## src/rtl/ctlr_fsm_rv32i.sv

```systemverilog
// Multi-cycle RV32I control unit: FETCH/DECODE/EXEC/MEM/WB sequencing over req/ack
// memory ports, with illegal-instruction and bus-timeout traps and a retired-instruction counter.
module ctlr_fsm_rv32i #(
  parameter int CNT_W       = 32,
  parameter int MEM_TIMEOUT = 15,
  parameter bit TRAP_EN     = 1'b1
) (
  input  logic             clk,
  input  logic             rst,
  input  logic [6:0]       op_code,
  input  logic [2:0]       func3,
  input  logic [6:0]       func7,
  output logic             imem_req,
  input  logic             imem_ack,
  output logic             ir_wr,
  output logic             dmem_req,
  output logic             mem_wr,
  input  logic             dmem_ack,
  input  logic             branch_taken,
  output logic             jump,
  output logic             alu_src,
  output logic             wr_reg,
  output logic [2:0]       to_reg,
  output logic [2:0]       branch,
  output logic [3:0]       alu_op,
  output logic             pc_wr,
  output logic [1:0]       pc_src,
  output logic             trap,
  output logic [1:0]       trap_cause,
  output logic [CNT_W-1:0] instret,
  output logic [2:0]       state
);

  typedef enum logic [2:0] {
    S_FETCH  = 3'd0,
    S_DECODE = 3'd1,
    S_EXEC   = 3'd2,
    S_MEM    = 3'd3,
    S_WB     = 3'd4,
    S_TRAP   = 3'd5
  } state_t;

  typedef enum logic [2:0] {
    K_ALU, K_LOAD, K_STORE, K_BRANCH, K_JAL, K_JALR, K_UPPER
  } kind_t;

  typedef struct packed {
    kind_t       kind;
    logic [3:0]  alu_op;
    logic        alu_src;
    logic [2:0]  to_reg;
    logic [2:0]  branch;
    logic        jump;
  } dec_t;

  localparam logic [6:0] OP_R      = 7'b0110011;
  localparam logic [6:0] OP_I      = 7'b0010011;
  localparam logic [6:0] OP_LOAD   = 7'b0000011;
  localparam logic [6:0] OP_STORE  = 7'b0100011;
  localparam logic [6:0] OP_BRANCH = 7'b1100011;
  localparam logic [6:0] OP_JAL    = 7'b1101111;
  localparam logic [6:0] OP_JALR   = 7'b1100111;
  localparam logic [6:0] OP_LUI    = 7'b0110111;
  localparam logic [6:0] OP_AUIPC  = 7'b0010111;

  localparam int              TMO_W    = (MEM_TIMEOUT > 1) ? $clog2(MEM_TIMEOUT) : 1;
  localparam logic [TMO_W-1:0] TMO_LAST = TMO_W'(MEM_TIMEOUT - 1);

  state_t           state_q, state_d;
  dec_t             dec, dec_q;
  logic             legal;
  logic [TMO_W-1:0] tmo_q;
  logic [1:0]       cause_q, cause_d;
  logic [CNT_W-1:0] instret_q;
  logic             tmo_hit, wait_cyc;
  logic             imem_req_i, ir_wr_i, dmem_req_i, mem_wr_i, wr_reg_i, pc_wr_i;
  logic [1:0]       pc_src_i;

  // sub_ok separates R-type (func7[5] selects SUB) from I-type (func7 is immediate for ADDI).
  function automatic logic [3:0] alu_op_of(input logic [2:0] f3, input logic alt,
                                           input logic sub_ok);
    logic [3:0] op;
    op = 4'd0;
    case (f3)
      3'b000: op = (alt && sub_ok) ? 4'd1 : 4'd0;
      3'b001: op = 4'd2;
      3'b010: op = 4'd3;
      3'b011: op = 4'd4;
      3'b100: op = 4'd5;
      3'b101: op = alt ? 4'd7 : 4'd6;
      3'b110: op = 4'd8;
      3'b111: op = 4'd9;
      default: op = 4'd0;
    endcase
    return op;
  endfunction

  // NOTE: every always_comb output gets a default before the case, so no path can infer a latch.
  always_comb begin
    dec   = '0;
    legal = 1'b1;
    case (op_code)
      OP_R: begin
        legal = (func7 == 7'b0000000) ||
                (func7 == 7'b0100000 && (func3 == 3'b000 || func3 == 3'b101));
        dec.alu_op = alu_op_of(func3, func7[5], 1'b1);
      end
      OP_I: begin
        if (func3 == 3'b001)
          legal = (func7 == 7'b0000000);
        else if (func3 == 3'b101)
          legal = (func7 == 7'b0000000) || (func7 == 7'b0100000);
        dec.alu_op  = alu_op_of(func3, func7[5], 1'b0);
        dec.alu_src = 1'b1;
      end
      OP_LOAD: begin
        dec.kind    = K_LOAD;
        dec.alu_src = 1'b1;
        dec.to_reg  = 3'd1;
      end
      OP_STORE: begin
        dec.kind    = K_STORE;
        dec.alu_src = 1'b1;
      end
      OP_BRANCH: begin
        dec.kind = K_BRANCH;
        case (func3)
          3'b000:  dec.branch = 3'd1;
          3'b001:  dec.branch = 3'd2;
          3'b100:  dec.branch = 3'd3;
          3'b101:  dec.branch = 3'd4;
          3'b110:  dec.branch = 3'd5;
          3'b111:  dec.branch = 3'd6;
          default: legal      = 1'b0;
        endcase
      end
      OP_JAL: begin
        dec.kind   = K_JAL;
        dec.jump   = 1'b1;
        dec.to_reg = 3'd2;
      end
      OP_JALR: begin
        dec.kind    = K_JALR;
        dec.jump    = 1'b1;
        dec.alu_src = 1'b1;
        dec.to_reg  = 3'd2;
      end
      OP_LUI: begin
        dec.kind    = K_UPPER;
        dec.alu_src = 1'b1;
        dec.to_reg  = 3'd3;
      end
      OP_AUIPC: begin
        dec.kind    = K_UPPER;
        dec.alu_src = 1'b1;
        dec.to_reg  = 3'd4;
      end
      default: legal = 1'b0;
    endcase
  end

  assign wait_cyc = (state_q == S_FETCH && !imem_ack) || (state_q == S_MEM && !dmem_ack);
  assign tmo_hit  = TRAP_EN && (tmo_q == TMO_LAST);

  always_comb begin
    state_d    = state_q;
    cause_d    = cause_q;
    imem_req_i = 1'b0;
    ir_wr_i    = 1'b0;
    dmem_req_i = 1'b0;
    mem_wr_i   = 1'b0;
    wr_reg_i   = 1'b0;
    pc_wr_i    = 1'b0;
    pc_src_i   = 2'd0;
    case (state_q)
      S_FETCH: begin
        imem_req_i = 1'b1;
        if (imem_ack) begin
          ir_wr_i = 1'b1;
          state_d = S_DECODE;
        end else if (tmo_hit) begin
          state_d = S_TRAP;
          cause_d = 2'd1;
        end
      end
      S_DECODE: begin
        if (legal) begin
          state_d = S_EXEC;
        end else if (TRAP_EN) begin
          state_d = S_TRAP;
          cause_d = 2'd2;
        end else begin
          pc_wr_i = 1'b1;
          state_d = S_FETCH;
        end
      end
      S_EXEC: begin
        case (dec_q.kind)
          K_BRANCH: begin
            pc_wr_i  = 1'b1;
            pc_src_i = branch_taken ? 2'd1 : 2'd0;
            state_d  = S_FETCH;
          end
          K_LOAD, K_STORE: state_d = S_MEM;
          default:         state_d = S_WB;
        endcase
      end
      S_MEM: begin
        dmem_req_i = 1'b1;
        mem_wr_i   = (dec_q.kind == K_STORE);
        if (dmem_ack) begin
          if (dec_q.kind == K_STORE) begin
            pc_wr_i = 1'b1;
            state_d = S_FETCH;
          end else begin
            state_d = S_WB;
          end
        end else if (tmo_hit) begin
          state_d = S_TRAP;
          cause_d = 2'd1;
        end
      end
      S_WB: begin
        wr_reg_i = 1'b1;
        pc_wr_i  = 1'b1;
        pc_src_i = (dec_q.kind == K_JAL)  ? 2'd1 :
                   (dec_q.kind == K_JALR) ? 2'd2 : 2'd0;
        state_d  = S_FETCH;
      end
      S_TRAP:  state_d = S_TRAP;
      default: state_d = S_FETCH;
    endcase
  end

  // NOTE: sequential state uses non-blocking assignments so every register samples pre-edge values.
  always_ff @(posedge clk) begin
    if (rst) begin
      state_q   <= S_FETCH;
      dec_q     <= '0;
      tmo_q     <= '0;
      cause_q   <= 2'd0;
      instret_q <= '0;
    end else begin
      state_q <= state_d;
      cause_q <= cause_d;
      if (state_q == S_DECODE)
        dec_q <= dec;
      if (state_d != state_q)
        tmo_q <= '0;
      else if (wait_cyc && tmo_q != TMO_LAST)
        tmo_q <= tmo_q + TMO_W'(1);
      if (pc_wr_i)
        instret_q <= instret_q + CNT_W'(1);
    end
  end

  // Reset forces every output low combinationally, before the reset edge lands.
  logic dec_act;
  assign dec_act = !rst && (state_q == S_EXEC || state_q == S_MEM || state_q == S_WB);

  assign imem_req   = !rst && imem_req_i;
  assign ir_wr      = !rst && ir_wr_i;
  assign dmem_req   = !rst && dmem_req_i;
  assign mem_wr     = !rst && mem_wr_i;
  assign wr_reg     = !rst && wr_reg_i;
  assign pc_wr      = !rst && pc_wr_i;
  assign pc_src     = rst ? 2'd0 : pc_src_i;
  assign jump       = dec_act && dec_q.jump;
  assign alu_src    = dec_act && dec_q.alu_src;
  assign to_reg     = dec_act ? dec_q.to_reg : 3'd0;
  assign branch     = dec_act ? dec_q.branch : 3'd0;
  assign alu_op     = dec_act ? dec_q.alu_op : 4'd0;
  assign trap       = !rst && (state_q == S_TRAP);
  assign trap_cause = rst ? 2'd0 : cause_q;
  assign instret    = rst ? '0 : instret_q;
  assign state      = rst ? 3'd0 : state_q;

endmodule

```

## config.mk

```make
export PLATFORM = sky130hd
export DESIGN_NAME = ctlr_fsm_rv32i
export DESIGN_NICKNAME = d
export VERILOG_FILES = /design/src/rtl/ctlr_fsm_rv32i.sv
export SDC_FILE = /design/constraint.sdc
export NUM_CORES = 1
export LEC_CHECK = 0
export CAP_MARGIN = 0
export CORE_MARGIN = 1
export CORE_UTILIZATION = 45
export DETAILED_ROUTE_END_ITERATION = 8
export PLACE_DENSITY = 0.84
export REMOVE_ABC_BUFFERS = 1
export SETUP_SLACK_MARGIN = 0.05
export SLEW_MARGIN = 20
export SYNTH_ARGS = -nofsm -noshare
export SYNTH_HDL_FRONTEND = slang
export SYNTH_SLANG_ARGS = --single-unit
```

## constraint.sdc

```tcl
create_clock -name clk -period 2 [get_ports clk]
set_input_delay 0.2 -clock clk [delete_from_list [all_inputs] [get_ports clk]]
set_output_delay 0.2 -clock clk [all_outputs]
set_load 0.005 [all_outputs]
```

==> metrics.txt, run 1 <==
Synth top area share 0.340; All-Layer GR Usage 0.260; Syn Area/Cell ~7.7 sq um; max-cap viol count 0; final core utilization 0.738; Critical Path Start Type register; Top delay family on crit path simple AND/OR/NAND/NOR gates; clk sinks between 50 and 60; PwrDens around 450 mW/mm^2; Rows 30; Post-synth top cells nor2_1, dfxtp_1, nor2b_1, nand2_1; worst path bufs/invs 1; H-tree levels 2; Worst Path Required 2220 ps; Clock Path Buffers 2; global-route wire length before repair 15700 um; Ports 80; Final Cycle Share 0.981; initial antenna violation count 0; Crit path arrival time between 2000 and 2500 ps; #FFs+latches synth 56; Peak VDD IR ~0.28 mV; top cells by area, synth dfxtp_1, nor2_1, nor2b_1, xnor2_1, nand4_1; Residual DRC 0; status complete, no violations; Syn-to-layout area delta 55.5%; Post-Layout Cell Count approximately 670; CTS root buf clkbuf_8; cell count after synthesis approximately 430; Most used DFF post-synth dfxtp_1; f_max a little over 500 MHz; Worst-Margin Slew roughly 790 ps; gpl congestion ~0.90; min cycle time layout 1960 ps; Filler Cell Count 495; CTS tree done; ant diodes 0; Final Max Tran Viols 0; Mapped Area 0.00330 sq mm; die area between 0.007 and 0.008 sq mm; Max stage delay cell, worst path dfxtp_4; Placed Cells roughly 650; synth warn 0; CP Class reg -> reg; width of the die between 80 and 90 um; Inserted Clock Buffers 5; ANT nets after route 0; DR WL/cell 15.7 um; largest net degree at the start of global routing 66; net count reported at finish 599; Via Count between 3000 and 4000; Cell variety after synth slightly below 50; CP Cell Sequence nor2b_4 > nand3_1 > o22ai_2 > buf_6 > nand4_1 > nor3_2 > mux2_4; Detailed Route WL around 11000 um; Leakage Power between 2 and 2.5 nW; Pre-antenna DRT Iters 5; leading area contributor after synthesis dfxtp_1; Multi-input gate area 0.00229 sq mm; Post-synth EDFFs 0; height of the die between 80 and 90 um; Via density between 5 and 6; Clock Latency Late Sink 320 ps; asr flop ratio synth 0; register clock-pin slew on the reported worst setup and hold paths about 110 ps; HPWL Detailed 6960 um; gr ovfl total 0; initial core utilization 0.475; Port Buf Inserts roughly 80; Worst path max stage delay ~390 ps; FF/Latch Area between 0.001 and 0.0015 sq mm; CP endpoint kind register; worst clock skew roughly 15 ps; core area between 0.006 and 0.007 sq mm; share of cells above drive strength 1 0.275; worst hold path type in -> reg; 1st-iter DRT viols ~230; RSZ-0062 raised after global routing true; Max FO, Critical Path 7; vias in the first global route around 3400; Final TNS setup 0 ps; count leader, synth nor2_1; Hold Violations, Final 0; slew margin rel. 0.474; register area share after synthesis 0.340; Final setup viols 0
-- registers in the layout, summed over array words and instances, names as in the netlist --
signal     flops
instret_q     32
dec_q         15
tmo_q          4
state_q        3
cause_q        2
-- cells by family (layout without fill, tap and decap cells) --
family / Yosys count / in the layout / synth area share
buf+inv: 36 / 183 / 0.0421
compound gates: 58 / 58 / 0.118
xor+xnor: 27 / 27 / 0.0717
fa+ha+maj: 3 / 3 / 0.0114
mux: 7 / 7 / 0.0250
flops: 56 / 56 / 0.340
simple gates: 241 / 241 / 0.392
-- layout make-up --
class | instances | area share
clock buffer | 6 | 0.0142
multi-input combinational | 336 | 0.446
clock inverter | 2 | 0.00317
tap | 96 | 0.0234
timing repair buffer | 165 | 0.283
sequential | 56 | 0.223
inverter | 10 | 0.00732
-- routing by layer --
layer | share of wire | GRT usage
met4 | 0.035 | 0.125
met3 | 0.048 | 0.0311
met1 | 0.42 | 0.322
met2 | 0.50 | 0.448
met5 | 0 | 0
-- power by group --
part | switching, mW | internal (mW) | leakage [nW] | total (mW)
Clock | 0.369 | 0.250 | 0.0414 | 0.619
Combinational | 0.256 | 0.243 | 1.62 | 0.499
Sequential | 0.0240 | 1.14 | 0.459 | 1.17
Total | 0.649 | 1.63 | 2.12 | 2.28
-- cell usage in the layout, fill, tap and decap left out, drive strengths merged, types with 3 or more instances in the layout --
cell           instances
a211oi                10
a21oi                 21
a31oi                  4
and2                  13
and3                   7
buf                   96
clkbuf                 7
clkdlybuf4s50         59
dfxtp                 56
dlygate4sd2            6
dlymetal6s2s           3
ha                     3
inv                   10
mux2                   7
nand2                 25
nand2b                 5
nand3                 20
nand4                 19
nor2                  63
nor2b                 35
nor3                  21
nor4                  16
o211ai                 3
o21ai                  7
or3                    6
or4                    4
xnor2                 15
xor2                  12
-- through the flow --
step / hold WS [ps] / cell area, sq um / worst slack, ps / power [mW]
6_report: 273 / 5130 / 37.3 / 2.28
2_1_floorplan: 269 / 3200 / -275 / 1.36
3_5_place_dp: 444 / 4660 / -375 / 1.61
4_1_cts: 272 / 4960 / 37.1 / 2.26
3_3_place_gp: 435 / 4660 / -303 / 1.60
5_1_grt: 277 / 5130 / -19.5 / 2.39
-- path summary, 6_finish.rpt --
kind                                             from  cells past startpoint                    endpoint  slack (ps)
worst max register to register  state_q[1]$_SDFF_PP0_                      7  instret_q[18]$_SDFFE_PP0P_          40
worst max-delay path            state_q[1]$_SDFF_PP0_                      7  instret_q[18]$_SDFFE_PP0P_          40
worst min register to register  dec_q[9]$_SDFFE_PP0P_                      2       dec_q[9]$_SDFFE_PP0P_         460
worst min-delay path                              rst                      2       dec_q[6]$_SDFFE_PP0P_         270
-- repair_timing --
action                     in CTS  in global routing
pin swaps                      10                 18
buffers inserted                9                  5
hold buffers                    0                  0
gates cloned                    1                  0
setup endpoints to repair      40                 29
resized for setup              79                 42
No activity file was read; power rests on OpenSTA's default activity.
==> run 2, diff against run 1 <==
Settings changed: SETUP_SLACK_MARGIN 0.05 to 0.15.
==> metrics.txt, run 2 (synthesized netlist as in run 1, its figures left out) <==
die area 0.00768 sq mm (unchanged); H-tree levels 2 (unchanged); design area 0.00545 sq mm (was 0.00513 sq mm); DR WL met2 6000 um (was 5230 um); Rows 30 (unchanged); Final setup viols 0 (unchanged); Crit path arrival time 2180 ps (about the same); Clock Path Buffers 2 (unchanged); worst clock skew 17.6 ps (was 14.9 ps); metal1 wirelength 4990 um (was 4440 um); Final Cycle Share 0.982 (was 0.981); RSZ-0062 raised after global routing true (unchanged); initial antenna violation count 0 (unchanged); core area 0.00694 sq mm (unchanged); CP Cell Sequence nand4_4 > buf_4 > nor3_4 > buf_4 > nand4_1 > nor3_2 > mux2_4 (was nor2b_4 > nand3_1 > o22ai_2 > buf_6 > nand4_1 > nor3_2 > mux2_4); worst hold path type in -> reg (unchanged); number of flip-flops in the largest register 32 (unchanged); Port Buf Inserts 79 (unchanged); DR WL/cell 18.0 um (was 15.7 um); initial core utilization 0.475 (unchanged); Final Max Tran Viols 0 (unchanged); register clock-pin slew on the reported worst setup and hold paths 110 ps (about the same); Ports 80 (unchanged); met3 wire len 830 um (was 504 um); Max FO, Critical Path 5 (was 7); slew margin rel. 0.449 (was 0.474); ANT nets after route 0 (unchanged); Hold Violations, Final 0 (unchanged); Detailed Route WL 12300 um (was 10500 um); ant diodes 0 (unchanged); Inserted Clock Buffers 5 (unchanged); 1st-iter DRT viols 341 (was 232); flop-to-flop setup slack 40 ps (about the same); Via Count 4039 (was 3786); CTS tree done (unchanged); share of cells above drive strength 1 0.345 (was 0.275); Highest Signal Layer met4 (unchanged); CP endpoint kind register (unchanged); largest net degree at the start of global routing 66 (unchanged); Max stage delay cell, worst path dfxtp_4 (unchanged); CP Class reg -> reg (unchanged); All-Layer GR Usage 0.287 (was 0.260); Critical Path Most Common Cell buf_4; largest register by flop count instret_q (unchanged); Syn-to-layout area delta 65.3% (was 55.5%); CTS root buf clkbuf_8 (unchanged); f_max 509 MHz (about the same); max-cap viol count 0 (unchanged); hold_ws 294 ps (was 273 ps); Filler Cell Count 407 (was 495); PwrDens 431 mW/mm^2 (was 445 mW/mm^2); net count reported at finish 613 (was 599); final core utilization 0.785 (was 0.738); Placement Cell Area 0.00466 sq mm (unchanged); Peak VDD IR 0.285 mV (was 0.284 mV); dpl ws -375 ps (unchanged); Leakage Power 2.25 nW (was 2.12 nW); width of the die 87.6 um (unchanged); clk sinks 56 (unchanged); most frequent cells in the layout buf_4, nor2_1, clkdlybuf4s50_1, dfxtp_1, nor2b_1 (unchanged); Residual DRC 0 (unchanged); Via density 5.90 (was 5.64); status complete, no violations (unchanged); gpl congestion 0.902 (unchanged); Worst Path Required 2220 ps (about the same); Worst path max stage delay 380 ps (was 390 ps); min cycle time layout 1960 ps (about the same); vias in the first global route 3580 (was 3433); Pre-antenna DRT Iters 7 (was 5); Setup WS post-layout 36.5 ps (was 37.3 ps); Clock Latency Late Sink 320 ps (about the same); HPWL Detailed 6960 um (unchanged); Worst-Margin Slew 825 ps (was 787 ps); Critical Path Start Type register (unchanged); global-route wire length before repair 17400 um (was 15700 um); gr ovfl total 0 (unchanged); height of the die 87.6 um (unchanged); commonest non-fill, non-tap cell in the layout buf_4 (unchanged); Regs by FF count instret_q: 32 flops, dec_q: 15 flops, tmo_q: 4 flops (unchanged)
## run 2: cell count changes in the layout (fill, tap and decap cells not counted), moves of 4 or more
cell / delta
nor3_1: -4
buf_4: +6
clkdlybuf4s50_1: -6
and2_4: +7
buf_6: +13
and2_1: -7
buf_2: -4
dlygate4sd2_1: +4
## run 2: path summary, 6_finish.rpt
path                             start                          to  cells after the start
min                                rst       dec_q[6]$_SDFFE_PP0P_                      2
max          instret_q[6]$_SDFFE_PP0P_  instret_q[18]$_SDFFE_PP0P_                      7
max reg2reg  instret_q[6]$_SDFFE_PP0P_  instret_q[18]$_SDFFE_PP0P_                      7
min reg2reg      dec_q[9]$_SDFFE_PP0P_       dec_q[9]$_SDFFE_PP0P_                      2
## run 2: stage by stage
step | instances | setup TNS (ps) | total power, mW
3_5_place_dp | 648 | -2980 | 1.61
4_1_cts | 675 | 0 | 2.28
5_1_grt | 685 | -143 | 2.46
3_3_place_gp | 648 | -1990 | 1.60
2_1_floorplan | 402 | -1460 | 1.36
6_report | 685 | 0 | 2.35
## run 2: report_power, final
| part | switching [mW] | internal, mW |
|---|---|---|
| Clock | 0.386 | 0.251 |
| Sequential | 0.0271 | 1.14 |
| Combinational | 0.284 | 0.264 |
| Total | 0.697 | 1.66 |
## run 2: critical path, delay by kind of cell, from the launching register on
| family | cells | cell delay (ps) |
|---|---|---|
| buffers and inverters | 2 | 370 |
| and+or+nand+nor | 4 | 790 |
| DFF | 1 | 380 |
| muxes | 1 | 320 |
## run 2: final cells by class
type	instances	area (sq um)	area share
clock inverter	2	16.3	0.00298
timing repair buffer	179	1640	0.301
multi-input combinational	336	2410	0.443
clock buffer	6	72.6	0.0133
sequential	56	1150	0.211
tap	96	120	0.0220
inverter	10	37.5	0.00689
## run 2: per-layer routing
metal | vias up | global-route usage
li1 | 1828 | -
met1 | 1910 | 0.366
met2 | 244 | 0.490
met3 | 57 | 0.0292
met4 | 0 | 0.133
met5 | - | 0
## run 2: what timing repair did
item                                    4_1_cts  5_1_grt
resized for setup                           151       34
setup buffers                                18        9
gates cloned                                  1        1
hold buffers                                  0        0
pin swaps                                    44       28
endpoints found under the setup margin       49       46
==> run 3, diff against run 2 <==
Settings changed: CORE_UTILIZATION 45 to 57, CTS_CLUSTER_SIZE from default to 25, DONT_BUFFER_PORTS from default to 1, PLACE_DENSITY 0.84 to 0.82.
Clock period 2 ns to 1.6 ns, I/O delays scaled along.
==> metrics.txt, run 3 <==
Ports 80 (unchanged); Inserted Clock Buffers 5 (unchanged); count leader, synth nor2_1 (unchanged); Most used DFF post-synth dfxtp_1 (unchanged); asr flop ratio synth 0 (unchanged); initial core utilization 0.595 (was 0.475); Port Buf Inserts 0 (was 79); synth warn 0 (unchanged); Mapped Area 0.00330 sq mm (unchanged); Syn Area/Cell 7.71 sq um (unchanged); HPWL Detailed 6220 um (was 6960 um); dpl ws -436 ps (was -375 ps); top cells by area, synth dfxtp_1, nor2_1, nor2b_1, xnor2_1, nand4_1 (unchanged); Cell variety after synth 49 (unchanged); CTS root buf clkbuf_8 (unchanged); largest net degree at the start of global routing 51; leading area contributor after synthesis dfxtp_1 (unchanged); status stopped before the end (was complete, no violations); tool error [ERROR DPL-0038] Utilization greater than 100%, impossible to legalize; cell count after synthesis 428 (unchanged); post-GRT worst EP tmo_q[1]$_SDFFE_PP0P_/D; Post-synth EDFFs 0 (unchanged); clk sinks 56 (unchanged); Post-synth top cells nor2_1, dfxtp_1, nor2b_1, nand2_1 (unchanged); Placed Cells 559 (was 648); Worst EP kind register data pin; Synth top area share 0.340 (unchanged); register area share after synthesis 0.340 (unchanged); gpl congestion 0.967 (was 0.902); H-tree levels 2 (unchanged); Failed at 5_1_grt; width of the die 78.1 um (was 87.6 um); Clock Path Buffers 2 (unchanged); height of the die 78.1 um (was 87.6 um); #FFs+latches synth 56 (unchanged); Rows 27 (was 30)
==> run 3: cell counts after synthesis <==
No cell type changed its count.
==> run 3: cells by family after synthesis <==
family / count (synthesis) / share of synthesized area
and+or+nand+nor: 241 / 0.392
xor gates and xnor gates: 27 / 0.0717
muxes: 7 / 0.0250
buffers and inverters: 36 / 0.0421
AOI/OAI and AO/OA: 58 / 0.118
adders and majority gates: 3 / 0.0114
DFF: 56 / 0.340
==> run 3: what timing repair did <==
action / in CTS
setup endpoints to repair: 74
hold endpoints to repair: 44
buffers inserted: 23
gates resized for setup: 160
cloned: 1
hold buffers: 1
pin swaps: 69
==> run 3: through the flow <==
stage,instance area [sq um],TNS [ps],hold slack (ps),util
after detailed placement,3930,-11500,238,0.708
after floorplan,3200,-18110,229,-
after CTS,4990,-6920,67.1,0.900
after global placement,3930,-9430,237,0.708
==> run 4, diff against run 3 <==
Settings changed: CORE_UTILIZATION 57 to 40, CTS_CLUSTER_SIZE 25 to default, PLACE_DENSITY 0.82 to default, PLACE_DENSITY_LB_ADDON from default to 0.15, SETUP_SLACK_MARGIN 0.15 to default.
Clock period 1.6 ns to 2.1 ns, I/O delays scaled along.
==> metrics.txt, run 4 (synthesized netlist as in run 1, its figures left out) <==
initial core utilization 0.420 (was 0.595); initial antenna violation count 0; RSZ-0062 raised after global routing false; Leakage Power between 1 and 1.5 nW; Switching Share 0.264; CP Class reg -> reg; flop-to-flop setup slack ~120 ps; post-CTS setup buffer count 0 (was 23); largest register by flop count instret_q; die area between 0.008 and 0.009 sq mm; switching power ~0.53 mW; 1st-iter DRT viols around 120; H-tree levels 2 (unchanged); Hold Violations, Final 0; Port Buf Inserts 0 (unchanged); CTS root buf clkbuf_8 (unchanged); register clock-pin slew on the reported worst setup and hold paths ~100 ps; Clock Path Buffers 2 (unchanged); Inserted Clock Buffers 5 (unchanged); width of the die 92.8 um (was 78.1 um); FF-to-FF End instret_q[28]$_SDFFE_PP0P_; Worst-Margin Slew approximately 530 ps; HPWL Detailed 6000 um (was 6220 um); Worst Path Required around 2300 ps; net count reported at finish 481; met3 wire len ~420 um; DR WL met2 around 3800 um; Via Count approximately 3000; Hold Path Stages 2; Ports 80 (unchanged); Post-Layout Cell Count ~560; Critical Path Start Type register; Register-to-Register Path Depth 9; slew margin rel. 0.640; Residual DRC 0; RR Startpoint dec_q[12]$_SDFFE_PP0P_; combinational share of power 0.143; Clock Latency Late Sink 300 ps; gpl congestion 0.842 (was 0.967); Placement Cell Area 0.00367 sq mm (was 0.00393 sq mm); Max FO, Critical Path 8; Reg power frac 0.552; clock power share 0.305; share of cells above drive strength 1 0.169; largest net degree at the start of global routing slightly above 50; Final Max Tran Viols 0; Highest Signal Layer met4; Via density around 5.5; Peak VDD IR 0.285 mV; vias in the first global route ~2700; commonest non-fill, non-tap cell in the layout nor2_1; DR WL/cell about 15 um; Crit path arrival time about 2200 ps; ANT nets after route 0; worst clock skew roughly 11 ps; Placed Cells 550 (was 559); Final setup viols 0; Syn-to-layout area delta 15.6%; Regs by FF count instret_q: 32 flops, dec_q: 15 flops, tmo_q: 4 flops; PwrDens around 530 mW/mm^2; ant diodes 0; worst hold path type in -> reg; status complete, no violations (was stopped before the end); core area between 0.007 and 0.008 sq mm; All-Layer GR Usage 0.189; hold path start rst; Rows 32 (was 27); gr ovfl total 0; min cycle time layout roughly 2000 ps; design area around 0.0038 sq mm; Detailed Route WL 8210 um; Final Cycle Share 0.941; clk sinks 56 (unchanged); Filler Cell Count between 700 and 800; Pre-antenna DRT Iters 4; Hold EP instret_q[22]$_SDFFE_PP0P_; CTS tree done; height of the die 92.8 um (was 78.1 um); metal1 wirelength 3910 um; max-cap viol count 0; most frequent cells in the layout nor2_1, dfxtp_1, buf_4, nor2b_1, nand2_1; CP endpoint kind register; f_max about 500 MHz; global-route wire length before repair around 13000 um; Pint about 1.5 mW; number of flip-flops in the largest register 32
[run 4: cell type report]
class / count / area [sq um] / area share
tap: 102 / 128 / 0.0335
inverter: 10 / 37.5 / 0.00985
sequential: 56 / 1130 / 0.296
clock inverter: 1 / 8.76 / 0.00230
multi-input combinational: 336 / 2060 / 0.540
timing repair buffer: 47 / 369 / 0.0968
clock buffer: 6 / 82.6 / 0.0217
[run 4: through the flow]
stage | utilization | total power, mW | hold slack (ps) | setup slack [ps] | setup TNS, ps
floorplan | - | 1.30 | 279 | -175 | -566
global placement | 0.468 | 1.40 | 293 | 10.3 | 0
detailed placement | 0.468 | 1.40 | 294 | 17.5 | 0
CTS | 0.482 | 2.03 | 114 | 26.8 | 0
global route | 0.486 | 2.12 | 126 | 7.12 | 0
finish | 0.486 | 2.01 | 131 | 123 | 0
[run 4: worst max path at each step]
stage	slack (ps)	startpoint	to	depth (start not counted)
floorplan	-180	state_q[1]$_SDFF_PP0_	instret_q[28]$_SDFFE_PP0P_	6
global placement	10	func7[1]	cause_q[1]$_SDFFE_PP0P_	6
detailed placement	20	func7[1]	cause_q[1]$_SDFFE_PP0P_	6
CTS	30	instret_q[6]$_SDFFE_PP0P_	instret_q[28]$_SDFFE_PP0P_	6
global route	7	tmo_q[0]$_SDFFE_PP0P_	tmo_q[3]$_SDFFE_PP0P_	9
finish	120	dec_q[12]$_SDFFE_PP0P_	instret_q[28]$_SDFFE_PP0P_	9
[run 4: worst max-delay path, cell delays in order (launching register included)]
cell	delay, ps
dfxtp_1	350
buf_4	140
and3b_1	190
a21oi_1	90
buf_4	140
o22ai_2	120
buf_6	160
nand2_2	60
or3_1	330
mux2_4	300
[run 4: repair_timing]
item / in CTS / in global routing
setup endpoints to repair: 11 / 19
hold buffers: 1 / 0
resized for setup: 2 / 9
endpoints found under the hold margin: 44 / 0
cloned: 0 / 0
pin swaps: 0 / 3
[run 4: per-layer routing]
metal / vias up / track usage
met1: 1429 / 0.257
met3: 4 / 0.0460
met5: - / 0
met4: 0 / 0.0487
li1: 1556 / -
met2: 74 / 0.298
[run 4: power groups by stage]
stage | combinational, mW | clock [mW] | sequential (mW)
2_1_floorplan | 0.159 | 0 | 1.14
4_1_cts | 0.285 | 0.640 | 1.11
3_5_place_dp | 0.265 | 0 | 1.13
6_report | 0.287 | 0.613 | 1.11
3_3_place_gp | 0.263 | 0 | 1.13
5_1_grt | 0.320 | 0.685 | 1.11
